## src/rtl/fifo_bank_ctrl_if.sv

```systemverilog
// Host/controller handshake bundle for the FIFO-bank sequencer.
// master = host side (issues writes and start), slave = fifo_bank_ctrl.
// LW must match the lane-index width derived inside fifo_bank_ctrl.
interface fifo_bank_ctrl_if #(
  parameter int LANES = 4
);
  localparam int LW = (LANES > 1) ? $clog2(LANES) : 1;

  logic             wr_valid;
  logic [LW-1:0]    wr_lane;
  logic             wr_ready;
  logic             wr_err;
  logic             start;
  logic             busy;
  logic             done;
  logic [LANES-1:0] fifo_en;
  logic             fifo_din_zero;
  logic [LANES-1:0] out_valid;

  modport master (
    output wr_valid, wr_lane, start,
    input  wr_ready, wr_err, busy, done, fifo_en, fifo_din_zero, out_valid
  );

  modport slave (
    input  wr_valid, wr_lane, start,
    output wr_ready, wr_err, busy, done, fifo_en, fifo_din_zero, out_valid
  );
endinterface

```

## src/rtl/fifo_bank_ctrl.sv

```systemverilog
// Sequencer for a bank of shift-register delay FIFOs.
// IDLE: host writes are steered into one lane at a time and counted.
// STREAM: lanes drain with a one-cycle-per-lane skew while zeros shift in;
// out_valid marks which emitted words are loaded data rather than padding.
module fifo_bank_ctrl #(
  parameter int LANES = 4,
  parameter int DEPTH = 8
) (
  input logic             clk,
  input logic             rst_n,
  fifo_bank_ctrl_if.slave bus
);
  localparam int LW = (LANES > 1) ? $clog2(LANES) : 1;
  localparam int CW = $clog2(DEPTH + 1);
  localparam int TW = $clog2(LANES + DEPTH);
  // Last stream step: lane LANES-1 finishes its DEPTH shifts here.
  localparam logic [TW-1:0] T_LAST = TW'(LANES + DEPTH - 2);

  typedef enum logic [0:0] {
    ST_IDLE   = 1'b0,
    ST_STREAM = 1'b1
  } state_t;

  state_t           state_r;
  state_t           state_nxt_s;
  logic [TW-1:0]    t_r;
  logic [TW-1:0]    t_nxt_s;
  logic [CW-1:0]    cnt_r [LANES];
  logic [LANES-1:0] lane_hit_s;
  logic [LANES-1:0] lane_room_s;
  logic             wr_ready_s;
  logic             wr_err_r;
  logic             done_r;
  logic             last_step_s;
  logic             din_zero_s;
  logic [LANES-1:0] fifo_en_s;
  logic [LANES-1:0] out_valid_s;

  // Decode the write lane; an out-of-range index hits no lane and is rejected.
  always_comb begin
    lane_hit_s  = '0;
    lane_room_s = '0;
    for (int i = 0; i < LANES; i++) begin
      lane_hit_s[i]  = (bus.wr_lane == LW'(i));
      lane_room_s[i] = lane_hit_s[i] && (cnt_r[i] < CW'(DEPTH));
    end
    wr_ready_s = (state_r == ST_IDLE) && bus.wr_valid && (|lane_room_s);
  end

  // Next-state logic and per-lane enables / valids.
  always_comb begin
    state_nxt_s = state_r;
    t_nxt_s     = t_r;
    fifo_en_s   = '0;
    out_valid_s = '0;
    din_zero_s  = 1'b0;
    last_step_s = 1'b0;
    case (state_r)
      ST_IDLE: begin
        fifo_en_s = wr_ready_s ? lane_hit_s : '0;
        if (bus.start) begin
          state_nxt_s = ST_STREAM;
          t_nxt_s     = '0;
        end else begin
          state_nxt_s = ST_IDLE;
        end
      end
      ST_STREAM: begin
        din_zero_s = 1'b1;
        // Lane i is at step t-i; a lane holding cnt words emits
        // DEPTH-cnt padding words before its first real word.
        for (int i = 0; i < LANES; i++) begin
          fifo_en_s[i]   = (int'(t_r) >= i) && (int'(t_r) < i + DEPTH);
          out_valid_s[i] = fifo_en_s[i] &&
                           ((int'(t_r) - i) >= (DEPTH - int'(cnt_r[i])));
        end
        if (t_r == T_LAST) begin
          last_step_s = 1'b1;
          state_nxt_s = ST_IDLE;
          t_nxt_s     = '0;
        end else begin
          t_nxt_s     = t_r + TW'(1);
        end
      end
      default: begin
        state_nxt_s = ST_IDLE;
        t_nxt_s     = '0;
      end
    endcase
  end

  // State register and stream step counter.
  always_ff @(posedge clk or negedge rst_n) begin
    if (!rst_n) begin
      state_r <= ST_IDLE;
      t_r     <= '0;
    end else begin
      state_r <= state_nxt_s;
      t_r     <= t_nxt_s;
    end
  end

  // Per-lane fill counts; the end of a stream leaves every FIFO empty.
  always_ff @(posedge clk or negedge rst_n) begin
    if (!rst_n) begin
      for (int i = 0; i < LANES; i++) cnt_r[i] <= '0;
    end else if (last_step_s) begin
      for (int i = 0; i < LANES; i++) cnt_r[i] <= '0;
    end else begin
      for (int i = 0; i < LANES; i++) begin
        if (wr_ready_s && lane_hit_s[i]) cnt_r[i] <= cnt_r[i] + CW'(1);
      end
    end
  end

  // One-cycle status pulses: rejected write and stream completion.
  always_ff @(posedge clk or negedge rst_n) begin
    if (!rst_n) begin
      wr_err_r <= 1'b0;
      done_r   <= 1'b0;
    end else begin
      wr_err_r <= bus.wr_valid && !wr_ready_s;
      done_r   <= last_step_s;
    end
  end

  assign bus.wr_ready      = wr_ready_s;
  assign bus.wr_err        = wr_err_r;
  assign bus.busy          = (state_r == ST_STREAM);
  assign bus.done          = done_r;
  assign bus.fifo_en       = fifo_en_s;
  assign bus.fifo_din_zero = din_zero_s;
  assign bus.out_valid     = out_valid_s;
endmodule

```

## src/flat_wrapper.sv

```systemverilog
// flat-port wrapper written by rule: the top's interface ports become plain ports
module fifo_bank_ctrl_flat 
#(
  parameter int LANES = 4,
  parameter int DEPTH = 8
)
  (clk, rst_n, bus_wr_valid, bus_wr_lane, bus_start, bus_wr_ready, bus_wr_err, bus_busy, bus_done, bus_fifo_en, bus_fifo_din_zero, bus_out_valid);
  fifo_bank_ctrl_if #(.LANES(LANES)) bus_i ();
  input logic clk;
  input logic rst_n;
  input wire logic [$bits(bus_i.wr_valid)-1:0] bus_wr_valid;
  input wire logic [$bits(bus_i.wr_lane)-1:0] bus_wr_lane;
  input wire logic [$bits(bus_i.start)-1:0] bus_start;
  output wire logic [$bits(bus_i.wr_ready)-1:0] bus_wr_ready;
  output wire logic [$bits(bus_i.wr_err)-1:0] bus_wr_err;
  output wire logic [$bits(bus_i.busy)-1:0] bus_busy;
  output wire logic [$bits(bus_i.done)-1:0] bus_done;
  output wire logic [$bits(bus_i.fifo_en)-1:0] bus_fifo_en;
  output wire logic [$bits(bus_i.fifo_din_zero)-1:0] bus_fifo_din_zero;
  output wire logic [$bits(bus_i.out_valid)-1:0] bus_out_valid;
  assign bus_i.wr_valid = bus_wr_valid;
  assign bus_i.wr_lane = bus_wr_lane;
  assign bus_i.start = bus_start;
  assign bus_wr_ready = bus_i.wr_ready;
  assign bus_wr_err = bus_i.wr_err;
  assign bus_busy = bus_i.busy;
  assign bus_done = bus_i.done;
  assign bus_fifo_en = bus_i.fifo_en;
  assign bus_fifo_din_zero = bus_i.fifo_din_zero;
  assign bus_out_valid = bus_i.out_valid;
  fifo_bank_ctrl #(.LANES(LANES), .DEPTH(DEPTH)) u_core (.clk(clk), .rst_n(rst_n), .bus(bus_i));
endmodule
```

## config.mk

```make
export PLATFORM = sky130hd
export DESIGN_NAME = fifo_bank_ctrl_flat
export DESIGN_NICKNAME = d
export VERILOG_FILES = /design/src/rtl/fifo_bank_ctrl_if.sv /design/src/rtl/fifo_bank_ctrl.sv /design/src/flat_wrapper.sv
export SDC_FILE = /design/constraint.sdc
export NUM_CORES = 1
export LEC_CHECK = 0
export BUFFER_PORTS_ARGS = -buffer_cell sky130_fd_sc_hd__clkbuf_2
export CORE_MARGIN = 2
export CORE_UTILIZATION = 64
export DETAILED_ROUTE_END_ITERATION = 7
export PLACE_DENSITY = 0.95
export SETUP_SLACK_MARGIN = 0.2
export SLEW_MARGIN = 20
export SYNTH_ARGS = -nofsm -noshare
export SYNTH_HDL_FRONTEND = slang
export SYNTH_SLANG_ARGS = --single-unit
```

## constraint.sdc

```tcl
create_clock -name clk -period 5.2 [get_ports clk]
set_input_delay 0.52 -clock clk [delete_from_list [all_inputs] [get_ports clk]]
set_output_delay 0.52 -clock clk [all_outputs]
set_load 0.03 [all_outputs]
```

==> flow_summary.toml <==
[route]
drt_iter0_drc = 72
drt_first_pass_iters = 4
dr_total_vias = 1732
wire_per_inst_um = 14.8
postRouteAntennaNets = 0
wl_mm = 4.45
route.detailed.drc = 0
vias_per_cell = 5.77

[timing]
final-setup-viol-count = 0
fmax_mhz = 315
drv_slew = 0
fin_setup_tns_ps = 0
worst_pin_slew_ps = 821
relSlewSlack = 0.451
fin_skew_ps = 9.04
finalHoldViolations = 0
rsz0062_at_grt = "false"
post-route-min-period_ps = 3180
period_share = 0.611

[critical_path]
crit_type = "flop to output pin"
cp.required_ps = 4680
crit_path_top_delay_cell = "dfrtp_1"
cp_cell_sequence = "inv_1, ha_1, nand2_1, nand2_1, xnor2_1, ha_1, o21ai_0, a221oi_1, clkbuf_2"
slowest_delay_ps = 670
arrival_ps = 2660
critPathLaunchType = "flop"
worst_setup_path_end_kind = "output pin"
worstPathMaxFanout = 13

[place]
place.gp.congestion = 0.896
hpwl_mm = 3.47
port_buffers = 18

[clocking]
clock_sinks = 23
hold_buffers = 0
cts.clk_slew.worst_paths_ps = 130
h-tree-depth = 1
post_cts_buffers = 0
clk_latency_ps = 320
cts_tree = "yes"
cts_resized = 0
clockRootBuffer = "clkbuf_4"
clockBufferDepth = 2
numCtsBuffers = 3

[global_route]
grt.busiest_layer = "met2"
grt_pass1_wl_mm = 7.45
met3_usage = 0.0469
grt_max_degree = 24
antenna_found_initial = 0
grt_use_met2 = 0.472
grt_pass1_vias = 1634
grt.total_usage = 0.272
overflow = 0
grt_use_met1 = 0.340

[floorplanning]
core_area_um2 = 3050
fp.dieH_um = 60.9
die_x_um = 60.9
rows = 20
die_area_um2 = 3700
num_io_pins = 19
start_util = 0.678

[synth]
synth_ff_type = "dfrtp_1"
syn_area_um2 = 2070
netlist_top_cells_count = "ha_1, nand2_1, inv_1, dfrtp_1, o21ai_0"
synth_most_common_cell = "ha_1"
synth_top_cell_by_area = "dfrtp_1"
avgSynthCellArea_um2 = 8.62
synth_top_area_frac = 0.278
syn-num-nets = 282
ys_types = 36
synthArstFlopShare = 1.00
syn-instance-count = 240
synth_edf_count = 0
yosysWarnings = 0
synth_area_leaders = "dfrtp_1, ha_1, mux2i_1"
ys_ff_latch = 23
ys_seq_area_frac = 0.278

[finish]
synthToLayoutAreaGrowth_pct = 6.95
finalNetCount = 299
drive_above_1_share = 0.109
n_antenna_cell = 0

[flow_run]
maxCapViolCount = 0

[outcome]
status = "finished clean"

[min_path]
min_path_type = "input port to async pin"
[through the flow]
stage / util / hold WS [ps] / instance area [µm²] / setup WS (ps) / std cells
finish: 0.725 / 173 / 2210 / 2020 / 300
CTS: 0.725 / 200 / 2210 / 2070 / 300
global route: 0.725 / 217 / 2210 / 1820 / 300
detailed placement: 0.716 / 555 / 2190 / 2440 / 296
global placement: 0.716 / 536 / 2190 / 2510 / 296
floorplan: - / 224 / 2070 / 2440 / 240
[cell families after synthesis]
family                   after synthesis  synth area share
AND/OR/NAND/NOR                       77             0.183
AO/OA/AOI/OAI                         45             0.144
XOR/XNOR                              12            0.0508
buffers and inverters                 34            0.0641
adder cells (fa/ha/maj)               36             0.218
flip-flops                            23             0.278
multiplexers                          13            0.0629
[final timing paths]
check                                              from  slack [ps]  depth (start not counted)                      endpoint
setup reg to reg              u_core.t_r[0]$_DFFE_PN0P_        3050                          5   u_core.cnt_r[3]$_DFFE_PN0P_
hold / removal                                    rst_n         170                          1   u_core.cnt_r[0]$_DFFE_PN0P_
min in group clk                           bus_wr_valid         430                          2   u_core.bus.wr_err$_DFF_PN0_
setup / recovery              u_core.t_r[2]$_DFFE_PN0P_        2020                          9              bus_out_valid[1]
max in group asynchronous                         rst_n        4630                          1  u_core.cnt_r[14]$_DFFE_PN0P_
hold reg to reg            u_core.cnt_r[10]$_DFFE_PN0P_         580                          1  u_core.cnt_r[10]$_DFFE_PN0P_
[layout make-up]
type,instances,area (µm²)
repair buffers,18,90.1
multi-input cells,183,1360
flip-flops and latches,23,576
inverters,28,105
fillers,243,840
clock buffers,4,26.3
well taps,44,55.1
[registers in the layout (all words and copies together), names as in the netlist]
name               cells
u_core.bus.busy        1
u_core.bus.done        1
u_core.bus.wr_err      1
u_core.cnt_r          16
u_core.t_r             4
[critical path, delay by kind of cell (launching register included)]
kind / cells / cell delay (ps)
flops: 1 / 670
fa+ha+maj: 2 / 540
compound gates: 2 / 340
buf+inv: 2 / 500
xor+xnor: 1 / 140
simple gates: 2 / 160
[layout by cell type (no fill, tap or decap), types with 8 or more instances in the layout]
cell and n:
mux2i_1 13, clkbuf_2 18, inv_1 28, nand3_1 9
nand2_1 30, nor2_1 9, ha_1 36, o21ai_0 19
a21oi_1 8, dfrtp_1 23
[metal layers]
layer | routed length, µm | vias up
met1 | 1910 | 807
met3 | 246 | 13
li1 | - | 857
met5 | 0 | -
met4 | 104 | 0
met2 | 2180 | 55
Power is not shown: default switching activity piles up to over one toggle a cycle in this logic, so the estimate is an artifact.
